--- config.mk ---
export PLATFORM = sky130hd
export DESIGN_NAME = mem_port_arbiter
export DESIGN_NICKNAME = d
export VERILOG_FILES = /design/src/rtl/mem_port_arbiter.sv
export SDC_FILE = /design/constraint.sdc
export NUM_CORES = 1
export LEC_CHECK = 0
export CORE_MARGIN = 3
export CORE_UTILIZATION = 35
export CTS_BUF_LIST = sky130_fd_sc_hd__clkbuf_4 sky130_fd_sc_hd__clkbuf_8
export DETAILED_ROUTE_END_ITERATION = 12
export PLACE_DENSITY = 0.7
export SLEW_MARGIN = 0
export SYNTH_ARGS = -nofsm -noshare
export SYNTH_HDL_FRONTEND = slang
export SYNTH_SLANG_ARGS = --single-unit
--- constraint.sdc ---
create_clock -name clk -period 2.2 [get_ports clk]
set_input_delay 0.55 -clock clk [delete_from_list [all_inputs] [get_ports clk]]
set_output_delay 0.55 -clock clk [all_outputs]
set_load 0.005 [all_outputs]
--- src/rtl/mem_port_arbiter.sv ---
// Arbitrates a single-ported fixed-latency memory between the fetch port and the
// load/store port. Data wins by default; a starvation counter forces fetch through.
module mem_port_arbiter #(
    parameter int unsigned ADDR_W     = 32,
    parameter int unsigned DATA_W     = 32,
    parameter int unsigned MEM_LAT    = 2,
    parameter int unsigned STARVE_MAX = 4
) (
    input  logic              clk,
    input  logic              reset,
    input  logic              if_req,
    input  logic [ADDR_W-1:0] if_addr,
    output logic              if_gnt,
    output logic              if_rvalid,
    output logic [DATA_W-1:0] if_rdata,
    input  logic              d_req,
    input  logic              d_we,
    input  logic [ADDR_W-1:0] d_addr,
    input  logic [DATA_W-1:0] d_wdata,
    output logic              d_gnt,
    output logic              d_rvalid,
    output logic [DATA_W-1:0] d_rdata,
    output logic              mem_en,
    output logic              mem_we,
    output logic [ADDR_W-1:0] mem_addr,
    output logic [DATA_W-1:0] mem_wdata,
    input  logic [DATA_W-1:0] mem_rdata,
    output logic              busy
);

    localparam int unsigned LatW = (MEM_LAT > 1) ? $clog2(MEM_LAT) : 1;
    localparam int unsigned StW  = $clog2(STARVE_MAX + 1);

    typedef enum logic [1:0] {StIdle, StAccess, StResp} state_e;

    state_e            state_q, state_d;
    logic [LatW-1:0]   lat_cnt_q, lat_cnt_d;
    logic [StW-1:0]    starve_cnt_q, starve_cnt_d;
    logic [ADDR_W-1:0] addr_q, addr_d;
    logic [DATA_W-1:0] wdata_q, wdata_d;
    logic              we_q, we_d;
    logic              owner_q, owner_d;  // 1 = data port, 0 = fetch port
    logic [DATA_W-1:0] if_rdata_q, if_rdata_d;
    logic [DATA_W-1:0] d_rdata_q, d_rdata_d;

    logic starved;
    logic if_win;
    logic d_win;
    logic in_access;

    // Grants are gated by reset so every output reads 0 while reset is held.
    assign starved   = (starve_cnt_q == StW'(STARVE_MAX));
    assign if_win    = reset && (state_q == StIdle) && if_req && (!d_req || starved);
    assign d_win     = reset && (state_q == StIdle) && d_req && !(if_req && starved);
    assign in_access = (state_q == StAccess);

    always_comb begin
        state_d      = state_q;
        lat_cnt_d    = lat_cnt_q;
        starve_cnt_d = starve_cnt_q;
        addr_d       = addr_q;
        wdata_d      = wdata_q;
        we_d         = we_q;
        owner_d      = owner_q;
        if_rdata_d   = if_rdata_q;
        d_rdata_d    = d_rdata_q;

        unique case (state_q)
            StIdle: begin
                if (d_win) begin
                    state_d   = StAccess;
                    lat_cnt_d = LatW'(MEM_LAT - 1);
                    owner_d   = 1'b1;
                    addr_d    = d_addr;
                    wdata_d   = d_wdata;
                    we_d      = d_we;
                    if (if_req) begin
                        starve_cnt_d = starved ? starve_cnt_q : starve_cnt_q + StW'(1);
                    end else begin
                        starve_cnt_d = '0;
                    end
                end else if (if_win) begin
                    state_d      = StAccess;
                    lat_cnt_d    = LatW'(MEM_LAT - 1);
                    owner_d      = 1'b0;
                    addr_d       = if_addr;
                    wdata_d      = '0;
                    we_d         = 1'b0;
                    starve_cnt_d = '0;
                end
            end
            StAccess: begin
                if (lat_cnt_q == '0) begin
                    state_d = StResp;
                    if (!we_q) begin
                        if (owner_q) begin
                            d_rdata_d = mem_rdata;
                        end else begin
                            if_rdata_d = mem_rdata;
                        end
                    end
                end else begin
                    lat_cnt_d = lat_cnt_q - LatW'(1);
                end
            end
            StResp: begin
                state_d = StIdle;
            end
            default: begin
                state_d = StIdle;
            end
        endcase
    end

    always_ff @(posedge clk or negedge reset) begin
        if (!reset) begin
            state_q      <= StIdle;
            lat_cnt_q    <= '0;
            starve_cnt_q <= '0;
            addr_q       <= '0;
            wdata_q      <= '0;
            we_q         <= 1'b0;
            owner_q      <= 1'b0;
            if_rdata_q   <= '0;
            d_rdata_q    <= '0;
        end else begin
            state_q      <= state_d;
            lat_cnt_q    <= lat_cnt_d;
            starve_cnt_q <= starve_cnt_d;
            addr_q       <= addr_d;
            wdata_q      <= wdata_d;
            we_q         <= we_d;
            owner_q      <= owner_d;
            if_rdata_q   <= if_rdata_d;
            d_rdata_q    <= d_rdata_d;
        end
    end

    assign if_gnt    = if_win;
    assign d_gnt     = d_win;
    assign if_rvalid = (state_q == StResp) && !owner_q;
    assign d_rvalid  = (state_q == StResp) && owner_q;
    assign if_rdata  = if_rdata_q;
    assign d_rdata   = d_rdata_q;
    assign mem_en    = in_access;
    assign mem_we    = in_access && we_q;
    assign mem_addr  = in_access ? addr_q : '0;
    assign mem_wdata = in_access ? wdata_q : '0;
    assign busy      = (state_q != StIdle);

endmodule

== Word level (Yosys, flattened, before mapping) ==
Cells that the tools add are included.
Storage, ports and cells
  register bits after elaboration: 136
  output and inout port bits: 135
  input port bits: 133
  word-level logic and storage cells: 64
Cells by class
  add/subtract/negate cells: 2
  eq/ne operators: 6
  multiplexer cells: 21
  reductions and logical operators: 23
  bitwise logic cells: 3
Operators with widths (number)
  $mux 32: 6
  $mux 3: 4
  $logic_and 1x1->1: 9
  $reduce_and 4->1: 2
  $mux 1: 6
  $mux 2: 3
  $ne 3x3->1 const B: 2
  $reduce_and 2->1: 3
  $reduce_bool 2->1: 3
  $pmux 2 s2: 1
  $add 3x1->3 const B: 1
  $eq 3x3->1 const B: 1
  $logic_not 1->1: 3
  $not 1->1: 3
  $reduce_and 3->1: 1
  $eq 2x1->1 const B: 1
  $eq 2x2->1 const B: 1
  $logic_not 2->1: 1
  $ne 2x2->1 const B: 1
  $pmux 1 s2: 1
  $logic_or 1x1->1: 1
  $sub 1x1->1 const B: 1

== Depth between registers and ports, before layout ==
  depth after elaboration: 7
  gate-level depth with buffers: 7

== Worst setup path after synthesis ==
No wires, ideal clock.
  path kind: register -> output
  from: reg starve_cnt_q[0]
  to: out d_gnt
  cell stages (with the launch flop): 7
  path buffers: 2
  setup slack: 0.186 ns
  arrival: 1.464 ns
  cell sequence: dfrtp_1 > inv_1 > ha_1 > and3_1 > clkbuf_1 > nor2_1 > clkbuf_1
Between the ends
  longest elaborated chain between the ends: 4
RTL lines
  start: declaration: RTL line 38  | logic [StW-1:0] starve_cnt_q, starve_cnt_d;
  start signal: assignment: RTL line 129  | starve_cnt_q <= starve_cnt_d;
  $eq 3x3->1: RTL line 52  | assign starved = (starve_cnt_q == StW'(STARVE_MAX));
  $logic_and 1x1->1: RTL line 54  | assign d_win = reset && (state_q == StIdle) && d_req && !(if_req && starved);
  $logic_not 1->1: RTL line 54
  $logic_and 1x1->1: RTL line 54
  end: declaration: RTL line 20  | output logic d_gnt,
Every way passes these cells.

== Worst setup path in the final report ==
  from: reg state_q[1]
  to: out mem_wdata[30]
Between the ends
  longest elaborated chain between the ends: 2
RTL lines
  start: declaration: RTL line 36  | state_e state_q, state_d;
  start signal: assignment: RTL line 117  | state_q <= StIdle;
  start signal: assignment: RTL line 127  | state_q <= state_d;
  $eq 2x1->1: RTL line 55  | assign in_access = (state_q == StAccess);
  $mux 32: RTL line 148  | assign mem_wdata = in_access ? wdata_q : '0;
  end: declaration: RTL line 26  | output logic [DATA_W-1:0] mem_wdata,
Every way passes these cells.

==> summary.md <==
| Metric | Value |
|---|---|
| F_max | between 0.4 and 0.5 GHz |
| Antenna violations before repair | 0 |
| Final nets | roughly 920 |
| Worst setup SP type | flip-flop |
| Post-synth top area share | between 50% and 60% |
| Post-synth EDFFs | 0 |
| Fin Clk Skew | between 0.01 and 0.015 ns |
| Worst VDD drop | 0.638 mV |
| CTS tree | done |
| Pwr dens | 1310 mW/mm^2 |
| CP max stage delay | roughly 0.37 ns |
| Final min period | 2.23 ns |
| Period Utilization, post-route | 101% |
| Yosys warns | 0 |
| Ports | about 270 |
| Vias in the first global route | 5557 |
| Worst R2R Setup Slack | about 0.14 ns |
| Area Overhead vs Synth | 56.9% |
| Starting density of the core | around 36% |
| Worst r2r dst | d_rdata[15] |
| DRT iter0 DRCs | 293 |
| Via count | roughly 5200 |
| Synthesis-stage register bit count | around 140 |
| Synthesized Nets | 644 |
| Critical Path AT | between 1.5 and 2 ns |
| Register area share after synthesis | between 50% and 60% |
| CP required | around 1.7 ns |
| CP most frequent cell | buf_6 |
| Worst R2R Start | state_q[1] |
| Clock sinks | 136 |
| Layout cell share with drive strength beyond 1 | between 20% and 30% |
| Clock buffer depth | 2 |
| Die H | approximately 140 um |
| Avg WL per Cell | 18.5 um |
| Max-Slew Margin vs Limit | 25.4% |
| H-tree levels | 4 |
| Die footprint | about 0.019 mm^2 |
| Hold_ws | about 0.4 ns |
| Global-route wire length before repair | between 30 and 40 mm |
| Root buffer cell | clkbuf_8 |
| Final Hold Fails | 0 |
| CP Capture Point | mem_wdata[30] |
| Core footprint | between 0.015 and 0.02 mm^2 |
| Commonest non-fill, non-tap cell in the layout | clkdlybuf4s50_1 |
| Post-Synthesis Cell Area | between 0.006 and 0.007 mm^2 |
| Worst slack at placement | -0.396 ns |
| Post-route ant nets | 0 |
| Worst hold path class | in2async |
| HPWL Detailed | ~13 mm |
| Mapped Cells | slightly above 500 |
| Global route total overflow | 0 |
| Horiz. Die Dim | around 140 um |
| Pin count of the biggest net entering global routing | 90 |
| Antenna diodes | 0 |
| Crit path kind | reg2out |
| Lkg Pwr | around 4.4 nW |
| Slowest CP cell | dfrtp_1 |
| Placer Congestion | about 0.84 |
| Status | finished, violations left |
| Total track usage | 19.8% |
| Leading cell types in the layout, fill and taps excluded | clkdlybuf4s50_1 (194), dfrtp_1 (135), and2_1 (48) |
| Critical-path cell list | nand2b_4 > clkinv_8 > buf_16 > buf_6 > buf_6 > and2_4 > buf_6 |
| Port bufs | roughly 270 |
| Fin. max-slew vios | 0 |
| Share of flip-flops with an asynchronous set or reset | 100% |
| Crit. Startpoint | state_q[1] |
| Setup violations, final | 2 |
| Avg Vias per Cell | 5.13 |
| Final Power | between 10 and 15 mW |
| Detailed-route DRC error count | 0 |
| Clk_lat worst skew | 0.44 ns |
| Library cells used by synthesis | 31 |
| Number of max-cap violations | 0 |
| Crit end category | primary output |
| Failing checks | negative setup slack |
| Post-route setup slack | -0.0270 ns |
| CTS Buf Count | 17 |
| Worst r2r path cells | 5 |
| Clk pin slew, worst setup/hold paths | roughly 0.070 ns |
| Row cnt | 47 |
| Unrepaired setup endpoints after global routing | yes |
| Ys flop type | dfrtp_1 |
| Final wirelength | between 15 and 20 mm |
| Worst Max-Slew Pin Slew | ~1.1 ns |
| Biggest area consumer among synthesized cells | dfrtp_1 |
| Avg Inst Size Synth | between 10 and 15 um^2 |
| Pre-Repair DR Iteration Count | 5 |
| Setup TNS | -0.0359 ns |
| Ranking of synthesized cells by area | dfrtp_1 (56%), mux2_4 (7.4%), and2_1 (6.8%) |
| Largest fanout on the critical path | 5 |
==> kinds of logic (layout without fill, tap and decap cells) <==
| group | after synthesis | after routing | share of synthesized area [%] |
|---|---|---|---|
| multiplexers | 65 | 65 | 13.8 |
| buffers and inverters | 50 | 341 | 4.12 |
| AO/OA/AOI/OAI | 133 | 133 | 13.7 |
| adder cells (fa/ha/maj) | 2 | 2 | 0.410 |
| flip-flops | 136 | 136 | 55.8 |
| AND/OR/NAND/NOR | 123 | 123 | 12.2 |
==> sequential cells by signal, summed over array words and instances, names as in the netlist <==
signal and cells:
addr_q 32, d_rdata 32, if_rdata 32, wdata_q 32, starve_cnt_q 3, state_q 2
lat_cnt_q 1, owner_q 1, we_q 1
==> worst max-delay path: cells and delay by family (launching register included) <==
kind	cells	cell delay, ns
buf+inv	5	0.56
flops	1	0.37
simple gates	2	0.31
==> worst min-delay path by stage <==
stage | from | slack [ns] | cells past startpoint | to
final | reset | 0.40 | 2 | state_q[0]
after global routing | wdata_q[6] | 0.51 | 1 | wdata_q[6]
after CTS | reset | 0.45 | 2 | d_rdata[26]
after detailed placement | reset | 0.45 | 2 | owner_q
after global placement | reset | 0.45 | 2 | owner_q
after floorplan | reset | 0.25 | 0 | addr_q[0]
==> synthesized netlist by cell type, types with 2 or more instances <==
library cell / number
a21oi_1: 32
a22o_1: 33
a31oi_1: 33
and2_1: 66
and3b_1: 2
buf_12: 3
buf_2: 6
clkbuf_1: 35
dfrtp_1: 136
ha_1: 2
inv_1: 5
mux2_1: 2
mux2_2: 32
mux2_4: 30
nand2_1: 6
nand3_1: 34
nor2_1: 4
nor3b_1: 2
o21ai_0: 32
o22ai_1: 2
or2_2: 2
==> per-stage QoR <==
step / util, % / cell area (um^2) / instances
after global routing: 56.9 / 9580 / 1020
after CTS: 57.3 / 9640 / 1017
after global placement: 54.0 / 9090 / 976
after detailed placement: 54.0 / 9090 / 976
final: 56.9 / 9580 / 1020
after floorplan: - / 6100 / 509
==> cell type report <==
type                    instances  area, um^2
fillers                      1432        7240
flip-flops and latches        136        3400
repair buffers                304        2910
multi-input cells             323        2530
clock buffers                  22         290
well taps                     220         275
clock inverters                10         141
inverters                       5        31.3
==> where the power goes <==
part	switching [mW]	internal [mW]	leakage, nW	total, mW
clock	0.952	1.24	0.217	2.20
combinational	2.24	3.72	2.51	5.96
sequential	0.669	3.69	1.62	4.36
total	3.86	8.65	4.35	12.5
==> repair_timing <==
action,4_1_cts,5_1_grt
pin swaps,2,9
resized for setup,161,104
hold buffers,1,0
gates cloned,3,0
hold endpoints to repair,4,0
setup endpoints to repair,71,67
buffers inserted,5,3
==> layer usage <==
layer	up-vias	GRT usage, %	routed length, um
met5	-	0	0
met4	0	8.22	557
met3	38	5.08	1230
met2	228	33.2	9240
met1	2587	24.4	7870
li1	2382	-	-
Power figures use the tool's default switching activity.
